==> src/rtl/uart_rx.sv <==
// rtl/uart_rx.sv - 8N1 serial receiver with mid-bit sampling; optional UART_RX_SYNC_EN input synchronizer
module uart_rx #(
  parameter int OVERSAMPLE = 16
) (
  input  logic       tick,
  input  logic       reset,
  input  logic       rx,
  output logic [7:0] data,
  output logic       done,
  output logic [2:0] state
);

  localparam int CW = $clog2(OVERSAMPLE);
  localparam logic [CW-1:0] HALF_M1 = CW'(OVERSAMPLE / 2 - 1);
  localparam logic [CW-1:0] FULL_M1 = CW'(OVERSAMPLE - 1);

  typedef enum logic [2:0] {
    S_IDLE  = 3'd0,
    S_START = 3'd1,
    S_DATA  = 3'd2,
    S_STOP  = 3'd3,
    S_DONE  = 3'd4,
    S_ERROR = 3'd5
  } state_t;

  state_t          state_q, state_d;
  logic [CW-1:0]   cnt_q, cnt_d;
  logic [2:0]      idx_q, idx_d;
  logic [7:0]      sh_q, sh_d;
  logic [7:0]      data_q, data_d;
  logic            rx_s;

`ifdef UART_RX_SYNC_EN
  // Two-flop synchronizer, preset to the idle level so reset never looks like a start bit
  logic [1:0] sync_q;
  always_ff @(posedge tick or posedge reset) begin
    if (reset) sync_q <= 2'b11;
    else       sync_q <= {sync_q[0], rx};
  end
  assign rx_s = sync_q[1];
`else
  assign rx_s = rx;
`endif

  always_ff @(posedge tick or posedge reset) begin
    if (reset) begin
      state_q <= S_IDLE;
      cnt_q   <= '0;
      idx_q   <= 3'd0;
      sh_q    <= 8'h00;
      data_q  <= 8'h00;
    end else begin
      state_q <= state_d;
      cnt_q   <= cnt_d;
      idx_q   <= idx_d;
      sh_q    <= sh_d;
      data_q  <= data_d;
    end
  end

  always_comb begin
    state_d = state_q;
    cnt_d   = cnt_q;
    idx_d   = idx_q;
    sh_d    = sh_q;
    data_d  = data_q;
    case (state_q)
      S_IDLE: begin
        cnt_d = '0;
        if (!rx_s) state_d = S_START;
      end
      S_START: begin
        cnt_d = cnt_q + 1'b1;
        if (cnt_q == HALF_M1) begin
          cnt_d = '0;
          idx_d = 3'd0;
          // A start bit that is gone by mid-bit was a glitch
          state_d = rx_s ? S_IDLE : S_DATA;
        end
      end
      S_DATA: begin
        cnt_d = cnt_q + 1'b1;
        if (cnt_q == FULL_M1) begin
          sh_d[idx_q] = rx_s;
          cnt_d       = '0;
          idx_d       = idx_q + 3'd1;
          if (idx_q == 3'd7) state_d = S_STOP;
        end
      end
      S_STOP: begin
        cnt_d = cnt_q + 1'b1;
        if (cnt_q == FULL_M1) begin
          cnt_d = '0;
          if (rx_s) begin
            state_d = S_DONE;
            data_d  = sh_q;
          end else begin
            state_d = S_ERROR;
          end
        end
      end
      S_DONE: begin
        state_d = S_IDLE;
      end
      S_ERROR: begin
        if (rx_s) state_d = S_IDLE;
      end
      default: begin
        state_d = S_IDLE;
        cnt_d   = '0;
      end
    endcase
  end

  assign data  = data_q;
  assign done  = (state_q == S_DONE);
  assign state = state_q;

endmodule

==> config.mk <==
export PLATFORM = sky130hd
export DESIGN_NAME = uart_rx
export DESIGN_NICKNAME = d
export VERILOG_FILES = /design/src/rtl/uart_rx.sv
export SDC_FILE = /design/constraint.sdc
export NUM_CORES = 1
export LEC_CHECK = 0
export ABC_AREA = 1
export BUFFER_PORTS_ARGS = -buffer_cell sky130_fd_sc_hd__buf_2
export CELL_PAD_IN_SITES_DETAIL_PLACEMENT = 1
export CELL_PAD_IN_SITES_GLOBAL_PLACEMENT = 1
export CORE_MARGIN = 2
export CORE_UTILIZATION = 43
export DETAILED_ROUTE_END_ITERATION = 10
export HOLD_SLACK_MARGIN = 0.06
export PLACE_DENSITY = 0.89
export SLEW_MARGIN = 25
export SYNTH_ARGS = -nofsm -noshare
export SYNTH_HDL_FRONTEND = slang
export SYNTH_SLANG_ARGS = --single-unit
==> constraint.sdc <==
create_clock -name tick -period 1.9 [get_ports tick]
set_input_delay 0.38 -clock tick [delete_from_list [all_inputs] [get_ports tick]]
set_output_delay 0.38 -clock tick [all_outputs]
set_load 0.1 [all_outputs]
==> impl_metrics.env, run 1 <==
export IMPL_antenna_found_initial=0
export IMPL_tightest_slew_ns=0.500
export IMPL_pwr_share_seq=0.404
export IMPL_synth_seq_cells=26
export IMPL_drc=0
export IMPL_pre_cts_slack_ns=0.259
export IMPL_yosysSeqAreaShare=0.473
export IMPL_wl_per_cell_um=14.1
export IMPL_synth_area_per_cell_um2=8.34
export IMPL_clockBufferDepth=2
export IMPL_pin_count=15
export IMPL_switching_share=0.477
export IMPL_fin_nets=189
export IMPL_io_buffers=14
export IMPL_diodes=0
export IMPL_mostFrequentLayoutCells="nand2_1, dfrtp_1, inv_1, nor2_1, buf_2"
export IMPL_drtPass1Iterations=4
export IMPL_fp_coreArea_mm2=0.00305
export IMPL_hold_viol_final=0
export IMPL_fin_ws_ns=0.109
export IMPL_row_count=20
export IMPL_grt_max_degree=27
export IMPL_clock_root_buffer="clkbuf_4"
export IMPL_grt_overflow=0
export IMPL_rsz0062_at_grt="no"
export IMPL_clk_pin_slew_ns=0.15
export IMPL_fin_crit_ns=1.79
export IMPL_area_growth_pct=13.0
export IMPL_multi_input_area_um2=634
export IMPL_status="completed"
export IMPL_power_switching_mw=0.873
export IMPL_synth_cells=165
export IMPL_synthesis_area_mm2=0.00138
export IMPL_finalWirelength_um=3180
export IMPL_critical_path_required_ns=1.52
export IMPL_numCtsBuffers=3
export IMPL_synth_cell_types=27
export IMPL_leakage_nw=0.769
export IMPL_drive_above_1_share=0.275
export IMPL_groute_usage_overall=0.198
export IMPL_period_share=0.943
export IMPL_dieArea_mm2=0.00367
export IMPL_drt_initial_drc_count=50
export IMPL_vias=1150
export IMPL_internal_power_mw=0.958
export IMPL_die_w_um=60.6
export IMPL_crit_path_end_kind="primary output"
export IMPL_syn_nets=171
export IMPL_finalPower_mw=1.83
export IMPL_finalMaxSlewViolations=0
export IMPL_powerDensity_mw_per_mm2=1180
export IMPL_pwr_share_comb=0.442
export IMPL_holdBufCountCts=0
export IMPL_ys_warn_count=0
export IMPL_ir_worst_vdd_v=0.000629
export IMPL_critPathKind="reg -> out"
export IMPL_tritoncts="done"
export IMPL_start_kind="flop"
export IMPL_die_h_um=60.6
export IMPL_cts_max_level=1
export IMPL_grt_pass1_wl_um=5440
export IMPL_finalSetupTns_ns=0
export IMPL_slew_limit_headroom=0.669
export IMPL_clkSinkCount=26
export IMPL_crit_arrival_ns=1.41
export IMPL_clkPwrFrac=0.155
export IMPL_seqCellArea_um2=654
export IMPL_clkLatencyLatePin_ns=0.32
export IMPL_hp_class="in -> async"
export IMPL_clock_skew_final_ns=0.00661
export IMPL_grt_pass1_vias=1224
export IMPL_ant_nets=0
export IMPL_start_util=0.451
export IMPL_gp_congestion=0.838
export IMPL_nFillCells=407
export IMPL_final_common_cell="nand2_1"
export IMPL_setup_viol=0
export IMPL_cts_setup_buffers=0
export IMPL_maxCapViolCount=0
export IMPL_cts_resized=0
export IMPL_vias_per_cell=5.09
export IMPL_crit_path_max_fanout=7
export IMPL_fmax_ghz=0.558
export IMPL_dp_hpwl_um=2420
[registers in the layout (all words and copies together), names as in the netlist]
| signal | count |
|---|---|
| state | 3 |
| data | 8 |
| sh_q | 8 |
| cnt_q | 4 |
| idx_q | 3 |
[per-layer routing]
metal | global-route usage | wire, µm
met5 | 0 | 0
met4 | 0.0559 | 37
met3 | 0.0213 | 67
met2 | 0.376 | 1710
met1 | 0.233 | 1370
[cells by family (layout without fill, tap and decap cells)]
family,Yosys count,count (layout),synth area share
AOI/OAI and AO/OA,24,24,0.116
xor gates and xnor gates,1,1,0.00636
adders and majority gates,3,3,0.0273
buffers and inverters,24,41,0.0718
DFF,26,26,0.473
and+or+nand+nor,87,87,0.305
[path summary, 6_finish.rpt]
path	slack, ns	end	start	cells past startpoint
max in group asynchronous	1.54	state[1]	reset	3
setup / recovery	0.11	done	state[0]	4
min in group tick	0.42	sh_q[1]	rx	3
setup reg to reg	0.22	data[5]	cnt_q[0]	6
hold reg to reg	0.49	data[4]	data[4]	2
hold / removal	0.09	data[2]	reset	3
[cell usage after synthesis (all sizes together)]
library cell	instances	area [µm²]
nor2	24	123
o21ai	16	110
dfrtp	26	651
or2	1	6.26
nor3	2	21.3
inv	22	82.6
a21oi	5	28.8
xor2	1	8.76
ha	3	37.5
buf	2	16.3
o21a	1	7.51
nand2	45	184
a211oi	1	7.51
nand3	14	80.1
nand4	1	6.26
o22ai	1	6.26
[stage by stage]
| stage | instances | hold WS [ns] | cell area [µm²] | util |
|---|---|---|---|---|
| after floorplan | 165 | 0.420 | 1390 | - |
| after global placement | 222 | 0.444 | 1520 | 0.498 |
| after detailed placement | 222 | 0.457 | 1520 | 0.498 |
| after CTS | 226 | 0.0928 | 1560 | 0.509 |
| after global routing | 226 | 0.105 | 1560 | 0.509 |
| final | 226 | 0.0920 | 1560 | 0.509 |
[final cells by class]
cell class | count | area share
Clock buffer | 4 | 0.0233
Inverter | 22 | 0.0531
Multi-Input combinational cell | 115 | 0.408
Sequential cell | 26 | 0.421
Tap cell | 44 | 0.0354
Timing Repair Buffer | 15 | 0.0595
[critical path, cell delays in order, from the launching register on]
cell	delay, ns
dfrtp_2	0.49
nor2_1	0.16
inv_1	0.13
nor2_4	0.14
buf_12	0.18
[power groups by stage]
stage	combinational (mW)	sequential [mW]	clock, mW
after floorplan	0.486	0.885	0
after CTS	0.814	0.736	0.292
after global routing	0.878	0.756	0.317
after global placement	0.770	0.734	0
final	0.809	0.740	0.283
after detailed placement	0.802	0.746	0
Power figures use the tool's default switching activity.
==> run 2, diff against run 1 <==
--- a/config.mk
+++ b/config.mk
@@ -9,9 +9,11 @@
 export BUFFER_PORTS_ARGS = -buffer_cell sky130_fd_sc_hd__buf_2
 export CELL_PAD_IN_SITES_DETAIL_PLACEMENT = 1
 export CELL_PAD_IN_SITES_GLOBAL_PLACEMENT = 1
+export CORE_ASPECT_RATIO = 0.8
 export CORE_MARGIN = 2
 export CORE_UTILIZATION = 43
 export DETAILED_ROUTE_END_ITERATION = 10
+export GPL_TIMING_DRIVEN = 0
 export HOLD_SLACK_MARGIN = 0.06
 export PLACE_DENSITY = 0.89
 export SLEW_MARGIN = 25
==> impl_metrics.env, run 2 (same netlist as run 1, synthesis figures left out) <==
export IMPL_dp_hpwl_um=2450
export IMPL_final_util=0.511
export IMPL_dieArea_mm2=0.00367
export IMPL_fin_ws_ns=0.109
export IMPL_critPathKind="reg -> out"
export IMPL_switching_share=0.462
export IMPL_fmax_ghz=0.558
export IMPL_groute_usage_overall=0.202
export IMPL_drive_above_1_share=0.284
export IMPL_clkPwrFrac=0.189
export IMPL_powerDensity_mw_per_mm2=1210
export IMPL_hp_class="in -> async"
export IMPL_area_growth_pct=13.7
export IMPL_cts_max_level=1
export IMPL_grt_max_degree=27
export IMPL_grt_overflow=0
export IMPL_die_w_um=67.3
export IMPL_pin_count=15
export IMPL_start_kind="flop"
export IMPL_nFillCells=389
export IMPL_pwr_share_seq=0.390
export IMPL_diodes=0
export IMPL_slew_limit_headroom=0.639
export IMPL_fp_coreArea_mm2=0.00306
export IMPL_holdBufCountCts=0
export IMPL_highest_layer="met4"
export IMPL_grt_pass1_vias=1147
export IMPL_mostFrequentLayoutCells="nand2_1, dfrtp_1, inv_1, nor2_1, buf_2"
export IMPL_drc=0
export IMPL_grt_pass1_wl_um=5360
export IMPL_clk_pin_slew_ns=0.09
export IMPL_pre_cts_slack_ns=0.279
export IMPL_numCtsBuffers=3
export IMPL_clock_skew_final_ns=0.00163
export IMPL_clkSinkCount=26
export IMPL_clkLatencyLatePin_ns=0.27
export IMPL_maxCapViolCount=0
export IMPL_status="completed"
export IMPL_crit_path_end_kind="primary output"
export IMPL_fin_crit_ns=1.79
export IMPL_pwr_share_comb=0.421
export IMPL_row_count=18
export IMPL_antenna_found_initial=0
export IMPL_crit_path_max_fanout=7
export IMPL_wl_per_cell_um=14.2
export IMPL_drt_initial_drc_count=41
export IMPL_finalPower_mw=1.90
export IMPL_wl_met2_um=1580
export IMPL_tightest_slew_ns=0.540
export IMPL_finalSetupTns_ns=0
export IMPL_clock_root_buffer="clkbuf_8"
export IMPL_finalMaxSlewViolations=0
export IMPL_critical_path_required_ns=1.52
export IMPL_final_common_cell="nand2_1"
export IMPL_period_share=0.943
export IMPL_tritoncts="done"
export IMPL_wl_met1_um=1430
export IMPL_leakage_nw=0.778
export IMPL_setup_viol=0
export IMPL_rsz0062_at_grt="no"
export IMPL_ant_nets=0
export IMPL_clockBufferDepth=2
export IMPL_drtPass1Iterations=4
export IMPL_hold_viol_final=0
export IMPL_die_h_um=54.6
export IMPL_fin_nets=190
export IMPL_internal_power_mw=1.02
export IMPL_vias_per_cell=5.11
export IMPL_crit_arrival_ns=1.41
export IMPL_wl_met3_um=102
export IMPL_start_util=0.449
export IMPL_power_switching_mw=0.875
export IMPL_gp_congestion=0.850
export IMPL_ir_worst_vdd_v=0.000604
export IMPL_finalWirelength_um=3160
export IMPL_vias=1139
export IMPL_io_buffers=14
run 2: per-layer routing:
metal	global-route usage	up-vias
met5	0	-
met4	0.0544	0
met3	0.0597	6
met2	0.337	21
met1	0.257	551
li1	-	561
run 2: power groups by stage:
stage / sequential (mW) / clock (mW) / combinational (mW)
after floorplan: 0.885 / 0 / 0.486
after global placement: 0.735 / 0 / 0.755
after detailed placement: 0.744 / 0 / 0.796
after CTS: 0.736 / 0.371 / 0.803
after global routing: 0.752 / 0.402 / 0.874
final: 0.739 / 0.358 / 0.798
run 2: layout make-up:
class | instances | area (µm²) | share of cell area
sequential | 26 | 654 | 0.418
clock buffer | 4 | 55.1 | 0.0352
tap | 40 | 50.0 | 0.0320
inverter | 22 | 82.6 | 0.0528
buffer | 2 | 16.3 | 0.0104
multi-input combinational | 115 | 634 | 0.405
timing repair buffer | 14 | 72.6 | 0.0464
run 2: final timing paths:
| path | start | to | slack (ns) | cells after the start |
|---|---|---|---|---|
| max | state[0] | done | 0.11 | 4 |
| min | reset | sh_q[0] | 0.14 | 2 |
| max reg2reg | cnt_q[0] | idx_q[0] | 0.25 | 8 |
| min reg2reg | data[3] | data[3] | 0.49 | 2 |
| max in group asynchronous | reset | state[0] | 1.37 | 2 |
| min in group tick | rx | sh_q[0] | 0.40 | 3 |
run 2: what timing repair did:
action / 4_1_cts / 5_1_grt
setup endpoints to repair: 1 / 0
buffers inserted: 0 / 0
gates resized for setup: 1 / 0
run 2: worst max-delay path, stage by stage (launching register included):
cell	delay, ns
dfrtp_2	0.46
nor2_1	0.16
inv_1	0.13
nor2_4	0.11
buf_4	0.28
run 2: metrics by stage:
step                std cells  instance area [µm²]  hold slack, ns
finish                    223                 1570           0.141
detailed placement        219                 1510           0.467
floorplan                 165                 1390           0.420
CTS                       223                 1570           0.372
global placement          219                 1510           0.460
global route              223                 1570           0.181
==> run 3, diff against run 2 <==
--- a/config.mk
+++ b/config.mk
@@ -6,7 +6,7 @@
 export NUM_CORES = 1
 export LEC_CHECK = 0
 export ABC_AREA = 1
-export BUFFER_PORTS_ARGS = -buffer_cell sky130_fd_sc_hd__buf_2
+export BUFFER_PORTS_ARGS = -buffer_cell sky130_fd_sc_hd__clkbuf_2
 export CELL_PAD_IN_SITES_DETAIL_PLACEMENT = 1
 export CELL_PAD_IN_SITES_GLOBAL_PLACEMENT = 1
 export CORE_ASPECT_RATIO = 0.8
@@ -15,7 +15,7 @@
 export DETAILED_ROUTE_END_ITERATION = 10
 export GPL_TIMING_DRIVEN = 0
 export HOLD_SLACK_MARGIN = 0.06
-export PLACE_DENSITY = 0.89
+export PLACE_DENSITY_LB_ADDON = 0.1
 export SLEW_MARGIN = 25
 export SYNTH_ARGS = -nofsm -noshare
 export SYNTH_HDL_FRONTEND = slang
==> impl_metrics.env, run 3 (same netlist as run 1, synthesis figures left out) <==
export IMPL_hp_class="in -> async"
export IMPL_diodes=0
export IMPL_final_util=0.511
export IMPL_fp_coreArea_mm2=0.00306
export IMPL_cp_top_family="flip-flops"
export IMPL_crit_path_max_fanout=7
export IMPL_clkLatencyLatePin_ns=0.27
export IMPL_worst_hold_slack_ns=0.128
export IMPL_clock_skew_final_ns=0.00523
export IMPL_grt_max_degree=27
export IMPL_clockBufferDepth=2
export IMPL_finalPower_mw=1.87
export IMPL_crit_path_cell_trace="nor2_1 > inv_1 > nor2_4 > buf_4"
export IMPL_placed_cells=219
export IMPL_finalWirelength_um=2830
export IMPL_critPathKind="reg -> out"
export IMPL_path_depth=4
export IMPL_finalMaxSlewViolations=0
export IMPL_rr_worst_depth=7
export IMPL_grt_overflow=0
export IMPL_ir_worst_vdd_v=0.000509
export IMPL_pin_count=15
export IMPL_tritoncts="done"
export IMPL_start_kind="flop"
export IMPL_vias_per_cell=4.85
export IMPL_nFillCells=379
export IMPL_crit_arrival_ns=1.38
export IMPL_r2r_end="data[1]"
export IMPL_status="completed"
export IMPL_drc=0
export IMPL_multi_input_area_um2=634
export IMPL_start_util=0.449
export IMPL_die_w_um=67.3
export IMPL_numCtsBuffers=3
export IMPL_grt_pass1_wl_um=4550
export IMPL_vias=1081
export IMPL_clk_pin_slew_ns=0.09
export IMPL_pre_cts_slack_ns=0.273
export IMPL_reg2reg_slack_ns=0.33
export IMPL_setup_viol=0
export IMPL_mostFrequentLayoutCells="nand2_1, dfrtp_1, inv_1, nor2_1, clkbuf_2"
export IMPL_powerDensity_mw_per_mm2=1200
export IMPL_gp_congestion=0.829
export IMPL_fin_crit_ns=1.76
export IMPL_finalSetupTns_ns=0
export IMPL_dieArea_mm2=0.00367
export IMPL_ant_nets=0
export IMPL_crit_start="state[0]"
export IMPL_groute_usage_overall=0.167
export IMPL_crit_path_end_kind="primary output"
export IMPL_tightest_slew_ns=0.536
export IMPL_wl_per_cell_um=12.7
export IMPL_fmax_ghz=0.567
export IMPL_dp_hpwl_um=2230
export IMPL_crit_end="done"
export IMPL_area_growth_pct=13.7
export IMPL_cts_setup_buffers=0
export IMPL_fin_nets=190
export IMPL_hold_viol_final=0
export IMPL_design_area_mm2=0.00157
export IMPL_critPathBufInv=2
export IMPL_fin_ws_ns=0.136
export IMPL_slowest_stage="dfrtp_2"
export IMPL_slew_limit_headroom=0.642
export IMPL_cts_resized=1
export IMPL_seqCellArea_um2=654
export IMPL_drtPass1Iterations=4
export IMPL_period_share=0.929
export IMPL_rsz0062_at_grt="no"
export IMPL_holdBufCountCts=0
export IMPL_stdcell_count=223
export IMPL_antenna_found_initial=0
export IMPL_grt_pass1_vias=959
export IMPL_drive_above_1_share=0.284
export IMPL_io_buffers=14
export IMPL_final_common_cell="nand2_1"
export IMPL_reg2reg_from="cnt_q[1]"
export IMPL_row_count=18
export IMPL_critical_path_required_ns=1.52
export IMPL_maxCapViolCount=0
export IMPL_clkSinkCount=26
export IMPL_die_h_um=54.6
export IMPL_drt_initial_drc_count=27
export IMPL_dpl_cell_area_mm2=0.00151
export IMPL_max_stage_delay_ns=0.46
export IMPL_cts_max_level=1
export IMPL_clock_root_buffer="clkbuf_8"
export IMPL_leakage_nw=0.770
run 3: changes by cell type in the layout (fill, tap and decap cells not counted):
cell	change
clkbuf_2	+13
buf_2	-13
run 3: where the power goes:
part / switching (mW) / internal [mW]
logic: 0.577 / 0.206
clock network: 0.167 / 0.185
registers: 0.109 / 0.628
run 3: routing by layer:
| layer | up-vias | GRT usage | share of wire |
|---|---|---|---|
| met5 | - | 0 | 0 |
| met4 | 0 | 0.0204 | 0.0039 |
| met3 | 2 | 0.0370 | 0.024 |
| met2 | 12 | 0.274 | 0.45 |
| met1 | 502 | 0.235 | 0.52 |
| li1 | 565 | - | - |
run 3: final cells by class:
| class | count | area share |
|---|---|---|
| flip-flops and latches | 26 | 0.418 |
| multi-input cells | 115 | 0.405 |
| inverters | 22 | 0.0528 |
| repair buffers | 14 | 0.0464 |
| clock buffers | 4 | 0.0352 |
| well taps | 40 | 0.0320 |
| plain buffers | 2 | 0.0104 |
run 3: worst min path at each step:
| stage | end | slack, ns | startpoint | cells past startpoint |
|---|---|---|---|---|
| after global routing | cnt_q[1] | 0.18 | reset | 2 |
| after CTS | state[0] | 0.35 | reset | 2 |
| after global placement | data[1] | 0.46 | data[1] | 2 |
| after detailed placement | data[3] | 0.47 | data[3] | 2 |
| final | cnt_q[1] | 0.13 | reset | 2 |
| after floorplan | cnt_q[0] | 0.42 | reset | 1 |
